--- src/rtl/accel_host_pkg.sv ---
// Shared constants for the host-side layer sequencer: default job geometry
// and the FSM state encoding.
package accel_host_pkg;

  localparam int KERNEL_SIZE = 3;
  localparam int ACT_SIZE    = 5;
  localparam int W_WORDS     = KERNEL_SIZE ** 2;
  localparam int A_WORDS     = ACT_SIZE ** 2;
  localparam int LD_EXTRA    = 3;

  localparam logic [3:0] S_IDLE     = 4'd0;
  localparam logic [3:0] S_WR_WGHT  = 4'd1;
  localparam logic [3:0] S_WR_IACT  = 4'd2;
  localparam logic [3:0] S_LD_WGHT  = 4'd3;
  localparam logic [3:0] S_WAIT_WLD = 4'd4;
  localparam logic [3:0] S_LD_IACT  = 4'd5;
  localparam logic [3:0] S_WAIT_ALD = 4'd6;
  localparam logic [3:0] S_START    = 4'd7;
  localparam logic [3:0] S_WAIT_CMP = 4'd8;
  localparam logic [3:0] S_RD_REQ   = 4'd9;
  localparam logic [3:0] S_RD_CAP   = 4'd10;
  localparam logic [3:0] S_RD_OUT   = 4'd11;
  localparam logic [3:0] S_FIN      = 4'd12;

endpackage

--- src/rtl/accel_host_seq_edge.sv ---
// Rising-edge detector: flags a 0->1 transition of a level input, so a level
// that was already high in the previous cycle never counts as an event.
module edge_rise_det (
  input  logic clk,
  input  logic reset,
  input  logic level,
  output logic rise
);

  logic prev;

  always_ff @(posedge clk or posedge reset) begin
    if (reset) prev <= 1'b0;
    else       prev <= level;
  end

  assign rise = level & ~prev;

endmodule

--- src/rtl/accel_host_seq.sv ---
// Host sequencer for one layer job on main_local: GLB weight/iact writes,
// spad loads, NUM_ITER compute passes and psum readback onto an output stream.
module accel_host_seq
  import accel_host_pkg::*;
#(
  parameter int DATA_BITWIDTH  = 16,
  parameter int ADDR_BITWIDTH  = 6,
  parameter int W_LOAD_ADDR    = 0,
  parameter int A_LOAD_ADDR    = 10,
  parameter int PSUM_LOAD_ADDR = 0,
  parameter int kernel_size    = KERNEL_SIZE,
  parameter int act_size       = ACT_SIZE,
  parameter int X_dim          = 3,
  parameter int NUM_ITER       = 3
) (
  input  logic                     clk,
  input  logic                     reset,
  input  logic                     cmd_start,
  output logic                     busy,
  output logic                     job_done,
  input  logic                     in_valid,
  output logic                     in_ready,
  input  logic [DATA_BITWIDTH-1:0] in_data,
  output logic                     out_valid,
  input  logic                     out_ready,
  output logic [DATA_BITWIDTH-1:0] out_data,
  output logic                     write_en_wght,
  output logic                     write_en_iact,
  output logic [ADDR_BITWIDTH-1:0] w_addr_wght,
  output logic [ADDR_BITWIDTH-1:0] w_addr_iact,
  output logic [DATA_BITWIDTH-1:0] w_data_wght,
  output logic [DATA_BITWIDTH-1:0] w_data_iact,
  output logic                     val_enable_i_val_0_wght,
  output logic                     val_enable_i_val_0_iact,
  output logic                     start,
  input  logic                     load_done,
  input  logic                     compute_done,
  output logic                     val_0_req_read_psum,
  output logic [ADDR_BITWIDTH-1:0] r_addr_psum,
  input  logic [DATA_BITWIDTH-1:0] r_data_psum,
  output logic [3:0]               fsm_state
);

  localparam logic [7:0] W_LAST    = 8'(kernel_size * kernel_size - 1);
  localparam logic [7:0] A_LAST    = 8'(act_size * act_size - 1);
  localparam logic [7:0] WLD_LAST  = 8'(kernel_size * kernel_size + LD_EXTRA - 1);
  localparam logic [7:0] ALD_LAST  = 8'(act_size * act_size + LD_EXTRA - 1);
  localparam logic [7:0] X_LAST    = 8'(X_dim - 1);
  localparam logic [7:0] ITER_LAST = 8'(NUM_ITER - 1);

  logic [3:0] state;
  logic [7:0] n, cyc, col, iter;
  logic       load_rise, cmp_rise, beat;

  // Both streams: a beat transfers on a rising clk edge where valid and ready
  // are both high; the sender holds data stable while valid waits for ready.
  assign beat      = in_valid & in_ready;
  assign fsm_state = state;

  edge_rise_det u_load_edge (.clk(clk), .reset(reset), .level(load_done),    .rise(load_rise));
  edge_rise_det u_cmp_edge  (.clk(clk), .reset(reset), .level(compute_done), .rise(cmp_rise));

  function automatic logic [ADDR_BITWIDTH-1:0] psum_addr(input logic [7:0] it, input logic [7:0] c);
    return ADDR_BITWIDTH'(PSUM_LOAD_ADDR + int'(it) * X_dim + int'(c));
  endfunction

  always_ff @(posedge clk or posedge reset) begin
    if (reset) begin
      state <= S_IDLE;
      n <= '0; cyc <= '0; col <= '0; iter <= '0;
      busy <= 1'b0; job_done <= 1'b0; in_ready <= 1'b0;
      out_valid <= 1'b0; out_data <= '0;
      write_en_wght <= 1'b0; write_en_iact <= 1'b0;
      w_addr_wght <= '0; w_addr_iact <= '0; w_data_wght <= '0; w_data_iact <= '0;
      val_enable_i_val_0_wght <= 1'b0; val_enable_i_val_0_iact <= 1'b0;
      start <= 1'b0; val_0_req_read_psum <= 1'b0; r_addr_psum <= '0;
    end else begin
      write_en_wght       <= 1'b0;
      write_en_iact       <= 1'b0;
      start               <= 1'b0;
      val_0_req_read_psum <= 1'b0;
      job_done            <= 1'b0;
      case (state)
        S_IDLE: if (cmd_start) begin
          state <= S_WR_WGHT; busy <= 1'b1; in_ready <= 1'b1;
          n <= '0; cyc <= '0; col <= '0; iter <= '0;
        end
        S_WR_WGHT: if (beat) begin
          write_en_wght <= 1'b1;
          w_addr_wght   <= ADDR_BITWIDTH'(W_LOAD_ADDR + int'(n));
          w_data_wght   <= in_data;
          if (n == W_LAST) begin
            n <= '0; in_ready <= 1'b0; state <= S_WR_IACT;
          end else n <= n + 8'd1;
        end
        // in_ready was dropped for one cycle at the phase boundary; re-arm here.
        S_WR_IACT: if (beat) begin
          write_en_iact <= 1'b1;
          w_addr_iact   <= ADDR_BITWIDTH'(A_LOAD_ADDR + int'(n));
          w_data_iact   <= in_data;
          if (n == A_LAST) begin
            n <= '0; in_ready <= 1'b0; state <= S_LD_WGHT;
            val_enable_i_val_0_wght <= 1'b1; cyc <= '0;
          end else n <= n + 8'd1;
        end else in_ready <= 1'b1;
        S_LD_WGHT: if (cyc == WLD_LAST) begin
          val_enable_i_val_0_wght <= 1'b0; state <= S_WAIT_WLD;
        end else cyc <= cyc + 8'd1;
        S_WAIT_WLD: if (load_rise) begin
          state <= S_LD_IACT; val_enable_i_val_0_iact <= 1'b1; cyc <= '0;
        end
        S_LD_IACT: if (cyc == ALD_LAST) begin
          val_enable_i_val_0_iact <= 1'b0; state <= S_WAIT_ALD;
        end else cyc <= cyc + 8'd1;
        S_WAIT_ALD: if (load_rise) begin
          state <= S_START; start <= 1'b1;
        end
        S_START: state <= S_WAIT_CMP;
        S_WAIT_CMP: if (cmp_rise) begin
          state <= S_RD_REQ; val_0_req_read_psum <= 1'b1; r_addr_psum <= psum_addr(iter, col);
        end
        S_RD_REQ: state <= S_RD_CAP;
        S_RD_CAP: begin
          out_data <= r_data_psum; out_valid <= 1'b1; state <= S_RD_OUT;
        end
        S_RD_OUT: if (out_ready) begin
          out_valid <= 1'b0;
          if (col == X_LAST) begin
            col  <= '0;
            iter <= iter + 8'd1;
            if (iter == ITER_LAST) begin
              state <= S_FIN; job_done <= 1'b1; busy <= 1'b0;
            end else begin
              state <= S_START; start <= 1'b1;
            end
          end else begin
            col <= col + 8'd1; state <= S_RD_REQ;
            val_0_req_read_psum <= 1'b1; r_addr_psum <= psum_addr(iter, col + 8'd1);
          end
        end
        S_FIN:   state <= S_IDLE;
        default: state <= S_IDLE;
      endcase
    end
  end

endmodule
--- config.mk ---
export PLATFORM = sky130hd
export DESIGN_NAME = accel_host_seq
export DESIGN_NICKNAME = d
export VERILOG_FILES = /design/src/rtl/accel_host_pkg.sv /design/src/rtl/accel_host_seq_edge.sv /design/src/rtl/accel_host_seq.sv
export SDC_FILE = /design/constraint.sdc
export NUM_CORES = 1
export LEC_CHECK = 0
export BUFFER_PORTS_ARGS = -buffer_cell sky130_fd_sc_hd__buf_4
export CAP_MARGIN = 25
export CELL_PAD_IN_SITES_DETAIL_PLACEMENT = 0
export CELL_PAD_IN_SITES_GLOBAL_PLACEMENT = 1
export CORE_MARGIN = 4
export CORE_UTILIZATION = 30
export CTS_CLUSTER_SIZE = 28
export DETAILED_ROUTE_END_ITERATION = 7
export PLACE_DENSITY = 0.73
export SETUP_SLACK_MARGIN = 0.5
export SLEW_MARGIN = 20
export SYNTH_ARGS = -nofsm -noshare
export SYNTH_HDL_FRONTEND = slang
export SYNTH_SLANG_ARGS = --single-unit
--- constraint.sdc ---
create_clock -name clk -period 4.54 [get_ports clk]
set_input_delay 0.681 -clock clk [delete_from_list [all_inputs] [get_ports clk]]
set_output_delay 0.681 -clock clk [all_outputs]
set_load 0.005 [all_outputs]
==> results.sh <==
export IMPL_place_ws_ns=1.69
export IMPL_reg2reg_to="r_addr_psum[2]"
export IMPL_whs_ns=0.368
export IMPL_utilization_pct=39.7
export IMPL_routed_wl_mm=15.4
export IMPL_cp_required_ns=4.83
export IMPL_rsz0062_at_grt="no"
export IMPL_cp_end_kind="flip-flop"
export IMPL_place_gp_congestion=0.842
export IMPL_layout_min_cycle_time_ns=2.89
export IMPL_regToRegStartpoint="fsm_state[1]"
export IMPL_globalRouteOverflowTotal=0
export IMPL_ys_warn_count=0
export IMPL_min_delay_path_class="in -> reg"
export IMPL_clock_fmax_ghz=0.346
export IMPL_whs_path_depth=1
export IMPL_io_buffers=118
export IMPL_tightest_slew_ns=1.02
export IMPL_setup_viol=0
export IMPL_cap_viol_max_count=0
export IMPL_drive_gt1_share_pct=25.6
export IMPL_n_fill_cell=1903
export IMPL_clock_sinks=114
export IMPL_hp_start="compute_done"
export IMPL_grt_max_degree=70
export IMPL_io_pins=119
export IMPL_cts_buffer_depth=2
export IMPL_cts_tree="done"
export IMPL_status="finished clean"
export IMPL_fin_crit_sh_pct=63.7
export IMPL_ant_nets=0
export IMPL_drt_iter0_markers=318
export IMPL_p_per_area_nw_per_um2=650
export IMPL_finalSetupTns_ns=0
export IMPL_dpl_hpwl_mm=11.0
export IMPL_ff2ff_setup_slack_ns=1.65
export IMPL_yosysSeqAreaShare_pct=49.0
export IMPL_finalClockSkew_ns=0.0173
export IMPL_grt_pass1_vias=4592
export IMPL_worst_path_buf_inv=0
export IMPL_arrival_ns=3.19
export IMPL_fp_row_count=50
export IMPL_cts_root_buf="clkbuf_16"
export IMPL_synth_area_sq_um=5820
export IMPL_crit_slowest_cell="dfrtp_1"
export IMPL_synth_edf_count=0
export IMPL_design_die_area_sq_um=21700
export IMPL_post_route_drc_count=0
export IMPL_holdPathEnd="u_cmp_edge.prev"
export IMPL_max_stage_delay_ns=0.77
export IMPL_ys_flop_type="dfrtp_1"
export IMPL_p_total_mw=4.88
export IMPL_htree_levels=4
export IMPL_async_flop_share_pct=100
export IMPL_first_pass_iters=4
export IMPL_syn2layout_area_growth_pct=29.0
export IMPL_cp_num_cells=5
export IMPL_cp_start_kind="flip-flop"
export IMPL_avgSynthCellArea_sq_um=9.54
export IMPL_r2r_cells=5
export IMPL_startpoint="fsm_state[1]"
export IMPL_post_cts_repair_setup_buffers=0
export IMPL_clk_transition_reported_paths_ns=0.06
export IMPL_grt_usage_pct=14.4
export IMPL_p_leak_nw=3.66
export IMPL_die_w_microns=147
export IMPL_crit_type="reg -> reg"
export IMPL_cts_buffers=17
export IMPL_antenna_found_initial=0
export IMPL_syn_inst=610
export IMPL_fp_dieH_microns=147
export IMPL_slew_headroom_pct=32.0
export IMPL_critPathTopFamily="simple AND/OR/NAND/NOR gates"
export IMPL_antenna_cells=0
export IMPL_ir_drop_v=0.000323
export IMPL_num_vias=4675
export IMPL_wl_per_cell_microns=15.4
export IMPL_initial_core_util_pct=30.8
export IMPL_ys_types=60
export IMPL_core_area_sq_um=18900
export IMPL_cts_resized=0
export IMPL_holdBufCountCts=0
export IMPL_hold_viol=0
export IMPL_cp_cell_sequence="and4b_1 -> and2_2 -> nand2_1 -> o21ai_1 -> mux2_2"
export IMPL_grt_pass1_wl_mm=24.8
export IMPL_final_setup_worst_slack_ns=1.65
export IMPL_via_per_inst=4.68
export IMPL_fin_nets=793
export IMPL_synthesis_nets=677
export IMPL_crit_path_max_fanout=22
export IMPL_synth_seq_cells=114
export IMPL_drv_slew=0
export IMPL_clk_insertion_delay_late_ns=0.43
==> how the worst max path moves through the flow <==
stage                           to  slack, ns
finish              r_addr_psum[2]       1.65
global route        r_addr_psum[2]       1.42
CTS                 r_addr_psum[2]       1.67
detailed placement  r_addr_psum[2]       1.69
global placement    r_addr_psum[2]       1.74
floorplan                     busy       0.84
==> area by class of cell <==
| type | count | area (sq um) | share of cell area (%) |
|---|---|---|---|
| flip-flops and latches | 114 | 2850 | 38.0 |
| multi-input cells | 452 | 2770 | 36.9 |
| repair buffers | 123 | 923 | 12.3 |
| clock buffers | 22 | 484 | 6.45 |
| well taps | 260 | 325 | 4.33 |
| clock inverters | 9 | 81.3 | 1.08 |
| inverters | 18 | 70.1 | 0.933 |
==> sequential cells by signal, summed over array words and instances, names as in the netlist, 4 cells and up <==
signal	flops
w_addr_iact	6
cyc	8
n	8
out_data	16
w_addr_wght	6
iter	8
r_addr_psum	6
col	8
w_data_wght	16
fsm_state	4
w_data_iact	16
==> through the flow <==
stage / cells / area, sq um
after global placement: 967 / 6940
after detailed placement: 967 / 6940
after global routing: 998 / 7510
final: 998 / 7510
after CTS: 998 / 7510
after floorplan: 610 / 5820
==> power breakdown <==
group          switching (mW)  leakage, nW  internal, mW
registers               0.306         1.48          1.35
clock network           0.480        0.274         0.802
logic                   0.982         1.91         0.957
total                    1.77         3.66          3.11
==> placed cells by master (no fill, tap or decap), drive strengths merged, types with 4 or more instances in the layout <==
master,Yosys,final
o31ai,9,9
a21oi,21,21
xor2,9,9
inv,17,17
a22o,5,5
and2,4,4
xnor2,15,15
nand2b,8,8
a31oi,9,9
nor3,6,6
buf,17,123
nand3,15,15
clkinv,1,6
nor2,39,39
nand2,147,147
a21o,9,9
ha,25,25
nor2b,10,10
clkbuf,9,22
o21ai,48,48
nand4,7,7
dfrtp,114,114
mux2,23,23
==> logic make-up (layout without fill, tap and decap cells) <==
group,Yosys count,in the layout,share of synthesized area [%]
buf+inv,44,172,3.42
simple gates,256,256,19.9
fa+ha+maj,28,28,6.41
compound gates,120,120,13.0
flops,114,114,49.0
mux,24,24,4.62
xor+xnor,24,24,3.61
==> metal layers <==
layer | global-route usage, % | routed length (microns) | vias to the layer above
met5 | 0 | 0 | -
met4 | 4.99 | 229 | 0
met3 | 3.30 | 451 | 17
met2 | 23.3 | 7680 | 64
met1 | 18.9 | 7000 | 2267
li1 | - | - | 2327
==> synth_stat cells, drive strengths merged, types with 5 or more instances <==
master,number,share of area (%)
ha,25,5.4
nor2b,10,1.1
buf,17,1.7
a21oi,21,2.0
inv,17,1.1
nand2b,8,0.86
a22o,5,0.75
o31ai,9,1.2
dfrtp,114,49
xor2,9,1.4
a31oi,9,0.97
a21o,9,1.2
nand4,7,0.75
o21ai,48,4.1
nand2,147,9.5
nor2,39,2.7
xnor2,15,2.3
nand3,15,1.3
clkbuf,9,0.58
mux2,23,4.4
nor3,6,0.60
(Power assumes the default switching activity.)
